### src/rtl/ddr_arbiter.sv
// Round-robin arbiter that moves 128-bit bursts between the camera write FIFO,
// the memory controller native port and the display read FIFO.
module ddr_arbiter #(
    parameter int BURST_LEN = 16,
    parameter int ADDR_STEP = 8,
    parameter int FRAME_END = 2073600
) (
    input  logic         sclk,
    input  logic         s_rst,
    input  logic         init_done,
    input  logic         wr_trig,
    input  logic         rd_trig,
    input  logic         cam_vs,
    input  logic         hdmi_vs,
    output logic         wfifo_rd_en,
    input  logic [127:0] wfifo_rd_data,
    output logic         rfifo_wr_en,
    output logic [127:0] rfifo_wr_data,
    output logic         mem_cmd_en,
    output logic [2:0]   mem_cmd_instr,
    output logic [27:0]  mem_cmd_addr,
    input  logic         mem_cmd_rdy,
    output logic         mem_wdf_wren,
    output logic [127:0] mem_wdf_data,
    input  logic         mem_wdf_rdy,
    input  logic         mem_rd_valid,
    input  logic [127:0] mem_rd_data
);

    localparam int               CNT_W       = (BURST_LEN > 1) ? $clog2(BURST_LEN) : 1;
    localparam logic [CNT_W-1:0] LAST_BEAT   = CNT_W'(BURST_LEN - 1);
    localparam logic [27:0]      BURST_SPAN  = 28'(BURST_LEN * ADDR_STEP);
    localparam logic [27:0]      ADDR_END    = 28'(FRAME_END);

    localparam logic [4:0] IDLE    = 5'b00001;
    localparam logic [4:0] WR_CMD  = 5'b00010;
    localparam logic [4:0] WR_DATA = 5'b00100;
    localparam logic [4:0] RD_CMD  = 5'b01000;
    localparam logic [4:0] RD_WAIT = 5'b10000;

    logic [4:0]       state;
    logic [CNT_W-1:0] beat_cnt;
    logic [27:0]      wr_addr, rd_addr;
    logic [27:0]      wr_addr_nxt, rd_addr_nxt;
    logic             last_wr;
    logic             pend_wr_rst, pend_rd_rst;
    logic             cam_vs_d, hdmi_vs_d;
    logic             cam_rise, hdmi_rise;
    logic             wr_beat, rd_beat, wr_done, rd_done;
    logic             in_idle;

    assign cam_rise  = cam_vs & ~cam_vs_d;
    assign hdmi_rise = hdmi_vs & ~hdmi_vs_d;
    assign in_idle   = (state == IDLE);

    // Beat acceptance is masked by reset so an aborted burst pops nothing more.
    assign wr_beat = (state == WR_DATA) && mem_wdf_rdy && !s_rst;
    assign rd_beat = (state == RD_WAIT) && mem_rd_valid;
    assign wr_done = wr_beat && (beat_cnt == LAST_BEAT);
    assign rd_done = rd_beat && (beat_cnt == LAST_BEAT);

    assign wr_addr_nxt = (wr_addr + BURST_SPAN == ADDR_END) ? 28'd0 : wr_addr + BURST_SPAN;
    assign rd_addr_nxt = (rd_addr + BURST_SPAN == ADDR_END) ? 28'd0 : rd_addr + BURST_SPAN;

    assign mem_cmd_en    = !s_rst && ((state == WR_CMD) || (state == RD_CMD));
    assign mem_cmd_instr = (state == RD_CMD) ? 3'b001 : 3'b000;
    assign mem_cmd_addr  = (state == WR_CMD) ? wr_addr :
                           (state == RD_CMD) ? rd_addr : 28'd0;
    assign wfifo_rd_en   = wr_beat;
    assign mem_wdf_wren  = wr_beat;
    assign mem_wdf_data  = (state == WR_DATA) ? wfifo_rd_data : 128'd0;
    assign rfifo_wr_en   = mem_rd_valid;
    assign rfifo_wr_data = mem_rd_data;

    always_ff @(posedge sclk) begin
        if (s_rst) begin
            state       <= IDLE;
            beat_cnt    <= '0;
            wr_addr     <= '0;
            rd_addr     <= '0;
            last_wr     <= 1'b0;
            pend_wr_rst <= 1'b0;
            pend_rd_rst <= 1'b0;
            cam_vs_d    <= 1'b0;
            hdmi_vs_d   <= 1'b0;
        end else begin
            cam_vs_d  <= cam_vs;
            hdmi_vs_d <= hdmi_vs;

            // Frame restarts are only applied between bursts; zero wins over advance.
            if (in_idle && (pend_wr_rst || cam_rise)) begin
                wr_addr     <= '0;
                pend_wr_rst <= 1'b0;
            end else begin
                if (cam_rise) pend_wr_rst <= 1'b1;
                if (wr_done)  wr_addr     <= wr_addr_nxt;
            end

            if (in_idle && (pend_rd_rst || hdmi_rise)) begin
                rd_addr     <= '0;
                pend_rd_rst <= 1'b0;
            end else begin
                if (hdmi_rise) pend_rd_rst <= 1'b1;
                if (rd_done)   rd_addr     <= rd_addr_nxt;
            end

            case (state)
                IDLE: begin
                    beat_cnt <= '0;
                    if (init_done) begin
                        if (wr_trig && (!rd_trig || !last_wr)) begin
                            state   <= WR_CMD;
                            last_wr <= 1'b1;
                        end else if (rd_trig) begin
                            state   <= RD_CMD;
                            last_wr <= 1'b0;
                        end
                    end
                end
                WR_CMD:  if (mem_cmd_rdy) state <= WR_DATA;
                WR_DATA: begin
                    if (wr_beat) beat_cnt <= beat_cnt + 1'b1;
                    if (wr_done) state    <= IDLE;
                end
                RD_CMD:  if (mem_cmd_rdy) state <= RD_WAIT;
                RD_WAIT: begin
                    if (rd_beat) beat_cnt <= beat_cnt + 1'b1;
                    if (rd_done) state    <= IDLE;
                end
                default: state <= IDLE;
            endcase
        end
    end

endmodule

### config.mk
export PLATFORM = sky130hd
export DESIGN_NAME = ddr_arbiter
export DESIGN_NICKNAME = d
export VERILOG_FILES = /design/src/rtl/ddr_arbiter.sv
export SDC_FILE = /design/constraint.sdc
export NUM_CORES = 1
export LEC_CHECK = 0
export ABC_AREA = 0
export BUFFER_PORTS_ARGS = -buffer_cell sky130_fd_sc_hd__buf_2
export CAP_MARGIN = 20
export CORE_AREA = 5 5 215 217
export CTS_BUF_LIST = sky130_fd_sc_hd__clkbuf_2 sky130_fd_sc_hd__clkbuf_4 sky130_fd_sc_hd__clkbuf_8
export CTS_CLUSTER_SIZE = 28
export DETAILED_ROUTE_END_ITERATION = 12
export DIE_AREA = 0 0 220 222
export PLACE_DENSITY = 0.4
export SYNTH_ARGS = -nofsm -noshare
export SYNTH_HDL_FRONTEND = slang
export SYNTH_SLANG_ARGS = --single-unit
export TNS_END_PERCENT = 10
### constraint.sdc
create_clock -name sclk -period 2.66 [get_ports sclk]
set_clock_uncertainty 0.1 [all_clocks]
set_input_delay 0 -clock sclk [delete_from_list [all_inputs] [get_ports sclk]]
set_output_delay 0 -clock sclk [all_outputs]
set_load 0.01 [all_outputs]
==> flow_summary_export.csv, run 1 <==
group,metric,value,unit
routing,viasPerCell,3.760,
global_route,antenna_found_initial,15,
routing,wire_per_inst,20.68,um
placed_design,gp_congestion,0.9234,
layout,fillCellCount,5103,
setup_path,reg2regPathDepth,8,
layout,syn_to_final_growth,55.85,%
logic_synthesis,yosysWarnings,0,
setup_path,r2r_end,"rd_addr[13]",
sta,hold_viol,0,
power_and_ir_drop,p_total,1868,uW
routing,drc,0,
floorplanning,die_y,222,um
logic_synthesis,synth_compound_area_frac,0.1155,
routing,drtIter0Drc,314,
layout,nets,1291,
run,cap_violations,0,
global_route,grt_pass1_vias,6257,
logic_synthesis,synth_enable_flop_cells,0,
global_route,overflow,0,
setup_path,timing.rr.start,"state[1]",
clock_tree,cts_buffers,5,
placed_design,io_buffer_count,291,
global_route,grt_first_pass_wirelength,46000,um
layout,seqCellArea,1122,um^2
setup_path,cp_max_fo,11,
placed_design,dp.cells,1469,
setup_path,critPathCaptureType,"flop",
global_route,grtUsageTotal,0.1274,
floorplanning,placement_rows,77,
setup_path,worst-setup-path-type,"flop to flop",
clock_tree,post-cts-setup-buffers,0,
setup_path,cp_data_required_time,2.79,ns
clock_tree,clkSlewWorstSetupHoldPaths,0.09,ns
sta,finalSetupViolations,0,
clock_tree,cts_tree,"yes",
sta,fmax,0.4020,GHz
run_status,outcome,"complete, no violations",
routing,first_pass_iters,4,
floorplanning,dieWidth,220,um
power_and_ir_drop,power.leakage,0.003818,uW
min_path,min_path_cells,5,
routing,num_vias,6092,
logic_synthesis,synth_async_sr_flop_share,0,
logic_synthesis,postSynthAreaPerCell,7.447,um^2
logic_synthesis,synth-seq-area-share,0.2129,
logic_synthesis,synth_area,5265,um^2
sta,drv_slew,0,
setup_path,r2r_setup_slack,0.17,ns
global_route,grt_max_degree,79,
floorplanning,core,43930,um^2
logic_synthesis,synth-xor-area-share,0.07153,
sta,fin_crit,2.488,ns
sta,tightest_slew,0.5507,ns
logic_synthesis,synth_cell_types,51,
power_and_ir_drop,power-per-cell-area,227.7,nW/um^2
clock_tree,clk_latency,0.34,ns
placed_design,hpwl,27200,um
routing,drtAntennaViolNets,0,
sta,setup_tns,0,ns
routing,totalWireLength,33500,um
sta,maxSlewHeadroom,0.6234,
clock_tree,clock_path_buffers,2,
sta,rsz0062_at_grt,"false",
layout,fin_cells,1620,
clock_tree,cts.sinks,56,
power_and_ir_drop,irDropWorstVdd,0.0001576,V
min_path,hp-class,"primary input to flop",
sta,fin_crit_sh,0.9352,
layout,multi_input_area,2955,um^2
floorplanning,die-area,48840,um^2
layout,finish.utilization,0.1868,
clock_tree,cts_root_buf,"clkbuf_8",
sta,finalHoldWorstSlack,0.03193,ns
layout,drive_gt1_frac,0.3581,
floorplanning,io_pins,557,
logic_synthesis,ys_seq_elements,56,
logic_synthesis,synth_cells,707,
logic_synthesis,synth-adder-area-share,0.007129,
min_path,min_to,"beat_cnt[0]",
logic_synthesis,ys.flop_type,"dfxtp_1",
floorplanning,start_util,0.1198,
logic_synthesis,yosys.area_share.simple,0.3489,
min_path,hp-start,"mem_rd_valid",
logic_synthesis,synth_mux_area_frac,0.005703,
setup_path,worstPathArrival,2.62,ns
setup_path,cp-start-kind,"flop",
logic_synthesis,synth_top_family_by_area,"simple AND/OR/NAND/NOR gates",
clock_tree,htreeDepth,2,
-- cells by family (layout without fill, tap and decap cells) --
kind of cell	count (synthesis)	after routing
AND/OR/NAND/NOR	326	326
buffers and inverters	189	496
AO/OA/AOI/OAI	86	86
flip-flops	56	56
XOR/XNOR	43	43
adder cells (fa/ha/maj)	3	3
multiplexers	3	3
other	1	15
-- power by group --
group / internal (uW) / switching (uW) / total, uW / leakage [uW]
Sequential: 848 / 6.21 / 854 / 0.000453
Combinational: 249 / 226 / 476 / 0.00331
Clock: 233 / 305 / 538 / 0.0000504
Total: 1330 / 537 / 1870 / 0.00382
-- cell type report --
type,count,share of cell area
sequential,56,0.1368
timing repair buffer,479,0.3946
clock buffer,7,0.01174
tap,592,0.09027
inverter,10,0.004575
antenna,6,0.001830
multi-input combinational,470,0.3602
-- worst max-delay path: stages, from the launching register on --
cell and delay [ns]:
dfxtp_1 0.36, or3_4 0.41, nor4_2 0.23, buf_4 0.23, o211ai_1 0.11, or4_1 0.46
o41ai_4 0.22, buf_4 0.21, nor2_1 0.06
-- placed cells by master, fill, tap and decap left out, types with 6 or more instances in the layout --
| cell type | netlist | layout |
|---|---|---|
| buf_2 | 7 | 291 |
| dlygate4sd3_1 | 0 | 138 |
| and2_1 | 132 | 132 |
| dfxtp_1 | 56 | 55 |
| nor2_1 | 54 | 54 |
| buf_4 | 140 | 48 |
| nand2_1 | 36 | 36 |
| a21oi_1 | 25 | 25 |
| nand3_1 | 25 | 24 |
| xor2_1 | 24 | 24 |
| a22o_1 | 21 | 21 |
| xnor2_1 | 19 | 19 |
| nand4_1 | 16 | 16 |
| o21ai_0 | 11 | 11 |
| inv_1 | 10 | 10 |
| nor3_1 | 10 | 10 |
| or3_1 | 9 | 9 |
| and3_1 | 9 | 9 |
| conb_1 | 1 | 9 |
| clkbuf_8 | 0 | 7 |
| diode_2 | 0 | 6 |
-- state kept, by name (all words and copies together) (netlist names) --
| register | cells |
|---|---|
| beat_cnt | 4 |
| pend_wr_rst | 1 |
| rd_addr | 21 |
| wr_addr | 21 |
| last_wr | 1 |
| state | 5 |
| pend_rd_rst | 1 |
| hdmi_vs_d | 1 |
| cam_vs_d | 1 |
-- worst max-delay path by stage --
stage,startpoint,to,slack (ns),depth (start not counted)
after CTS,state[1],state[1],0.02,7
final,state[1],rd_addr[13],0.17,8
after detailed placement,rd_addr[8],rd_addr[13],0.14,9
after global routing,wr_addr[10],wr_addr[10],0.01,7
after floorplan,rd_addr[7],rd_addr[10],0.19,8
after global placement,rd_addr[8],rd_addr[19],0.16,9
-- layer usage --
metal | wire length, um | global-route usage | share of wire | vias to the layer above
li1 | - | - | - | 2840
met1 | 13620 | 0.1603 | 0.41 | 2901
met2 | 16000 | 0.2125 | 0.48 | 319
met3 | 3454 | 0.04752 | 0.10 | 28
met4 | 405 | 0.01832 | 0.012 | 4
met5 | 21 | 0 | 0.00063 | -
-- synth_stat cells, types with 2 or more instances --
| library cell | instances | share of area |
|---|---|---|
| o21bai_1 | 2 | 0.0029 |
| or3_1 | 9 | 0.011 |
| a21oi_1 | 25 | 0.024 |
| nor3b_1 | 5 | 0.0071 |
| and3_1 | 9 | 0.011 |
| nor3_1 | 10 | 0.0095 |
| nor4_1 | 5 | 0.0059 |
| or4_1 | 3 | 0.0043 |
| o211a_1 | 2 | 0.0038 |
| o2bb2ai_1 | 2 | 0.0033 |
| a31oi_1 | 4 | 0.0048 |
| o21ai_0 | 11 | 0.010 |
| a211o_1 | 2 | 0.0033 |
| nand2b_1 | 3 | 0.0036 |
| and4_1 | 3 | 0.0050 |
| a22o_1 | 21 | 0.035 |
| nand4_1 | 16 | 0.019 |
| nor3_2 | 2 | 0.0038 |
| a211oi_1 | 3 | 0.0043 |
| and2_1 | 132 | 0.16 |
| buf_4 | 140 | 0.20 |
| nor2_1 | 54 | 0.038 |
| xor2_1 | 24 | 0.040 |
| o31ai_1 | 2 | 0.0029 |
| a21o_1 | 4 | 0.0057 |
| xnor2_1 | 19 | 0.032 |
| or2_2 | 3 | 0.0036 |
| or3_4 | 2 | 0.0043 |
| nand3_1 | 25 | 0.024 |
| o211ai_1 | 4 | 0.0057 |
| ha_1 | 3 | 0.0071 |
| inv_1 | 10 | 0.0071 |
| dfxtp_1 | 56 | 0.21 |
| mux2i_1 | 3 | 0.0057 |
| nor2b_1 | 2 | 0.0024 |
| buf_2 | 7 | 0.0067 |
| clkbuf_1 | 31 | 0.022 |
| nand2_1 | 36 | 0.026 |
-- stage by stage --
stage	area, um^2	worst slack (ns)
3_5_place_dp	6694	0.1426
6_report	8205	0.1725
4_1_cts	8172	0.01583
3_3_place_gp	6694	0.1573
2_1_floorplan	5295	0.1896
5_1_grt	8195	0.01387
-- what timing repair did --
item                                   in CTS  in global routing
hold buffers                              138                  0
endpoints found under the hold margin     142                  0
setup endpoints to repair                   0                 16
gates resized for setup                     0                  4
No activity file was read; power rests on OpenSTA's default activity.
==> inputs of run 2 (changes only) <==
clock period = 2.05 ns   (was 2.66 ns; I/O delays follow)
==> run 2 against run 1 <==
- the flow now finishes with violations (setup timing)
- global-route usage is 0.56 points higher
- routed wire length grew 6.2%
- total power grew 33%
- critical path depth shrank 3
- largest power group unchanged
- fmax increased by 3.3%
- sequential cell count unchanged
==> flow_summary_export.csv, run 2 (synthesis gave the netlist of run 1 again) <==
group,metric,value,unit
clock_tree,cts_root_buf,"clkbuf_8",
layout,fillCellCount,4960,
clock_tree,cts.sinks,56,
sta,setup_tns,-38.97,ns
min_path,hp-class,"primary input to flop",
setup_path,worst-setup-path-type,"flop to flop",
sta,drv_slew,0,
clock_tree,cts_buffers,5,
routing,totalWireLength,35590,um
sta,timing.final.ws_setup,-0.3578,ns
global_route,grt_first_pass_wirelength,47560,um
placed_design,gp_congestion,0.9140,
setup_path,cp-start-kind,"flop",
layout,seqCellArea,1147,um^2
layout,drive_gt1_frac,0.4941,
routing,viasPerCell,3.755,
sta,fmax,0.4153,GHz
run,cap_violations,0,
global_route,grt_pass1_vias,6447,
power_and_ir_drop,swShare,0.3140,
floorplanning,core,43930,um^2
run_status,violations,"setup timing",
sta,fin_crit,2.408,ns
sta,hold_viol,0,
floorplanning,dieWidth,220,um
floorplanning,io_pins,557,
routing,wire_per_inst,20.85,um
power_and_ir_drop,irDropWorstVdd,0.0002231,V
setup_path,critPathCaptureType,"flop",
floorplanning,placement_rows,77,
clock_tree,clkSlewWorstSetupHoldPaths,0.12,ns
layout,syn_to_final_growth,85.62,%
routing,num_vias,6409,
sta,finalSetupViolations,186,
layout,layout_commonest_cell,"buf_2",
power_and_ir_drop,p_int,1698,uW
floorplanning,die_y,222,um
routing,first_pass_iters,4,
layout,nets,1377,
floorplanning,die-area,48840,um^2
placed_design,io_buffer_count,291,
global_route,overflow,0,
clock_tree,htreeDepth,2,
routing,drc,0,
power_and_ir_drop,clockPowerShare,0.277,
routing,drtAntennaViolNets,0,
power_and_ir_drop,power-per-cell-area,253.3,nW/um^2
layout,final_cell_mix,"buf_2 (235), dlygate4sd3_1 (139), buf_4 (129), and2_1 (83), nor2_1 (52)",
layout,largestRegisters,"rd_addr x21, wr_addr x21, state x5",
layout,multi_input_area,3348,um^2
clock_tree,clk_latency,0.34,ns
setup_path,cp_max_fo,7,
placed_design,hpwl,27260,um
power_and_ir_drop,power.leakage,0.004522,uW
placed_design,dp.cells,1535,
global_route,antenna_found_initial,24,
setup_path,cp_data_required_time,2.23,ns
sta,finalHoldWorstSlack,0.04067,ns
clock_tree,cts_tree,"yes",
power_and_ir_drop,seqPwrFrac,0.445,
power_and_ir_drop,switchingPower,777.4,uW
run_status,outcome,"complete, but fails checks",
clock_tree,clock_path_buffers,2,
global_route,grtUsageTotal,0.1330,
sta,fin_crit_sh,1.175,
sta,rsz0062_at_grt,"true",
power_and_ir_drop,p_total,2476,uW
power_and_ir_drop,combPwrFrac,0.278,
layout,finish.utilization,0.2225,
routing,drtIter0Drc,289,
floorplanning,start_util,0.1198,
global_route,grt_max_degree,40,
setup_path,worstPathArrival,2.58,ns
layout,fin_cells,1707,
[run 2: power groups by stage]
| stage | registers, uW | clock network, uW | logic (uW) |
|---|---|---|---|
| 6_report | 1100 | 686 | 689 |
| 5_1_grt | 1100 | 757 | 734 |
| 4_1_cts | 1100 | 730 | 684 |
| 3_5_place_dp | 1130 | 0 | 352 |
| 3_3_place_gp | 1130 | 0 | 356 |
| 2_1_floorplan | 1130 | 0 | 380 |
[run 2: critical path, cell delays in order, from the launching register on]
cell and delay [ns]:
dfxtp_2 0.34, or3_4 0.40, or3b_1 0.38, or3_4 0.44, or4_1 0.51, a31oi_1 0.16
[run 2: through the flow]
stage | cell area, um^2 | setup WS (ns)
3_5_place_dp | 7272 | -0.3848
5_1_grt | 9771 | -0.4764
2_1_floorplan | 5340 | -0.2657
4_1_cts | 9199 | -0.3657
3_3_place_gp | 7272 | -0.4241
6_report | 9773 | -0.3578
[run 2: cell type report]
class | count | area share
flip-flops and latches | 56 | 0.1174
multi-input cells | 470 | 0.3426
inverters | 10 | 0.003841
well taps | 592 | 0.07579
clock inverters | 3 | 0.002304
repair buffers | 565 | 0.4495
diodes | 6 | 0.001536
clock buffers | 5 | 0.007041
[run 2: metal layers]
metal  GRT usage  wire [um]  vias up
li1            -          -     3020
met1      0.1614      14010     3042
met2      0.2275      17970      302
met3     0.04370       2936       43
met4     0.03060        665        2
met5           0         13        -
[run 2: path summary, 6_finish.rpt]
check	start	end	slack, ns	cells past startpoint
max	state[0]	wr_addr[10]	-0.36	5
min	mem_wdf_rdy	state[2]	0.04	4
max reg2reg	state[0]	wr_addr[10]	-0.36	5
min reg2reg	pend_rd_rst	pend_rd_rst	0.38	2
[run 2: repair_timing]
item                                    in CTS  in global routing
gates cloned                                 3                  3
resized for setup                           86                111
pin swaps                                   29                 32
setup buffers                                2                 11
hold buffers                               139                  0
endpoints found under the hold margin      142                  0
endpoints found under the setup margin     194                196
==> inputs of run 3 (changes only) <==
CORE_AREA = 2 2 219 221   (was 5 5 215 217)
DIE_AREA = 0 0 221 223   (was 0 0 220 222)
PLACE_DENSITY = 0.38   (was 0.4)
clock period = 2.6 ns   (was 2.05 ns; I/O delays follow)
==> run 3 against run 2 <==
- combinational power decreased by 27%
- core utilization decreased by 4.5 points
- count of clock-buffer cells in the layout increased by 3
- critical endpoint unchanged
- the run now ends clean
- non-clock buffer count decreased by 70
- global-route usage decreased by 1.0 points
- sequential power decreased by 21%
- highest routed layer unchanged
- worst setup slack improved by 0.49 ns
- clock power decreased by 20%
- sequential share of layout area increased by 1.7 points
- die area increased by 0.91%
- largest power group unchanged
==> flow_summary_export.csv, run 3 (synthesis gave the netlist of run 1 again) <==
group,metric,value,unit
floorplanning,die-area,49280,um^2
floorplanning,start_util,0.1117,
layout,final_cell_mix,"buf_2 (291), dlygate4sd3_1 (138), and2_1 (132), buf_4 (63), nor2_1 (52)",
setup_path,critPathCaptureType,"flop",
routing,m1WireLength,14160,um
routing,wl_met2,14540,um
placed_design,gp_congestion,0.8678,
routing,drtIter0Drc,262,
layout,layout_commonest_cell,"buf_2",
sta,rsz0062_at_grt,"false",
layout,syn_to_final_growth,59.34,%
layout,final_area,8389,um^2
routing,dr_wl_met3,3236,um
setup_path,cp-start-kind,"flop",
power_and_ir_drop,power-per-cell-area,229.6,nW/um^2
setup_path,r2r_end,"wr_addr[10]",
placed_design,hpwl,26480,um
routing,wire_per_inst,19.46,um
floorplanning,core,47150,um^2
global_route,grt_first_pass_wirelength,44370,um
setup_path,crit_buf_inv,0,
setup_path,cp-startpoint,"state[1]",
setup_path,r2r_setup_slack,0.13,ns
sta,fmax,0.4046,GHz
setup_path,worstPathArrival,2.64,ns
floorplanning,io_pins,557,
sta,fin_crit,2.472,ns
setup_path,crit_path_end,"wr_addr[10]",
setup_path,cp_slowest_cell,"or4_1",
clock_tree,clock_path_buffers,2,
layout,nets,1307,
placed_design,io_buffer_count,291,
setup_path,slowest_delay,0.52,ns
setup_path,critPathTopFamily,"simple AND/OR/NAND/NOR gates",
clock_tree,clkSlewWorstSetupHoldPaths,0.11,ns
routing,drc,0,
layout,seqCellArea,1127,um^2
floorplanning,dieWidth,221,um
setup_path,path_depth,5,
floorplanning,placement_rows,80,
routing,first_pass_iters,5,
global_route,overflow,0,
placed_design,dp.cells,1499,
clock_tree,cts.sinks,56,
placed_design,placed_cell_area,6763,um^2
placed_design,dpl_worst_slack,0.02508,ns
power_and_ir_drop,irDropWorstVdd,0.0001882,V
floorplanning,die_y,223,um
clock_tree,cts_tree,"yes",
setup_path,timing.rr.start,"state[1]",
layout,drive_gt1_frac,0.3782,
global_route,grt_pass1_vias,5952,
run,cap_violations,0,
sta,hold_viol,0,
setup_path,worst_path_most_repeated_cell,"or3_4",
global_route,antenna_found_initial,14,
routing,viasPerCell,3.660,
layout,fillCellCount,5433,
setup_path,reg2regPathDepth,5,
clock_tree,cts_root_buf,"clkbuf_8",
routing,num_vias,6075,
routing,top_layer,"met5",
sta,fin_crit_sh,0.9506,
sta,setup_tns,0,ns
run_status,outcome,"complete, no violations",
clock_tree,htreeDepth,2,
layout,fin_cells,1660,
routing,totalWireLength,32310,um
layout,finish.utilization,0.1779,
power_and_ir_drop,power.leakage,0.003921,uW
setup_path,path_cells,"or3_4, or3b_1, or3_4, or4_1, a31oi_1",
setup_path,cp_data_required_time,2.77,ns
layout,largestRegisters,"rd_addr x21, wr_addr x21, state x5",
sta,finalSetupViolations,0,
global_route,grtUsageTotal,0.1225,
global_route,grt_max_degree,69,
layout,multi_input_area,2989,um^2
setup_path,cp_max_fo,8,
routing,drtAntennaViolNets,0,
clock_tree,cts_buffers,5,
sta,drv_slew,0,
setup_path,worst-setup-path-type,"flop to flop",
min_path,hp-class,"primary input to flop",
clock_tree,clk_latency,0.33,ns
sta,timing.final.ws_setup,0.1285,ns
run 3: cell types whose count changed in the layout (fill, tap and decap cells not counted), sizes merged:
| cell | change |
|---|---|
| buf | -68 |
| clkbuf | +2 |
| clkinv | -2 |
| bufbuf | -1 |
| clkdlybuf4s15 | +1 |
| dlygate4sd3 | -1 |
| inv | -1 |
run 3: worst min-delay path by stage:
stage	startpoint	endpoint	slack [ns]	depth (start not counted)
detailed placement	mem_rd_data[103]	rfifo_wr_data[103]	-0.1	0
CTS	init_done	state[0]	0.02	4
floorplan	s_rst	cam_vs_d	-0.03	1
global placement	mem_rd_data[103]	rfifo_wr_data[103]	-0.1	0
finish	init_done	state[0]	0.06	4
global route	init_done	state[0]	0.09	4
run 3: power by group:
part	total, uW	switching (uW)	internal, uW
Sequential	874	6.12	868
Combinational	506	250	256
Clock	546	307	240
run 3: repair_timing:
item | in CTS | in global routing
hold buffers | 138 | 0
setup buffers | 0 | 8
gates resized for setup | 0 | 16
endpoints found under the setup margin | 0 | 16
endpoints found under the hold margin | 142 | 0
run 3: stage by stage:
step	hold slack, ns	power, uW
detailed placement	-0.09993	1152
CTS	0.02199	1962
finish	0.05679	1926
global route	0.09367	2027
global placement	-0.09993	1152
floorplan	-0.02839	1191
run 3: worst min-delay path: stages:
cell     delay (ns)
buf_2          0.10
o21ai_0        0.18
a21oi_1        0.09
o21ai_0        0.07
run 3: cell type report:
class	instances	share of cell area
diodes	6	0.001790
repair buffers	495	0.3997
flip-flops and latches	56	0.1344
well taps	615	0.09172
clock buffers	8	0.01163
multi-input cells	470	0.3563
inverters	10	0.004474
run 3: per-layer routing:
| metal | vias to the layer above | track usage |
|---|---|---|
| li1 | 2873 | - |
| met2 | 333 | 0.1908 |
| met3 | 22 | 0.04754 |
| met4 | 2 | 0.01884 |
| met5 | - | 0 |
| met1 | 2845 | 0.1622 |
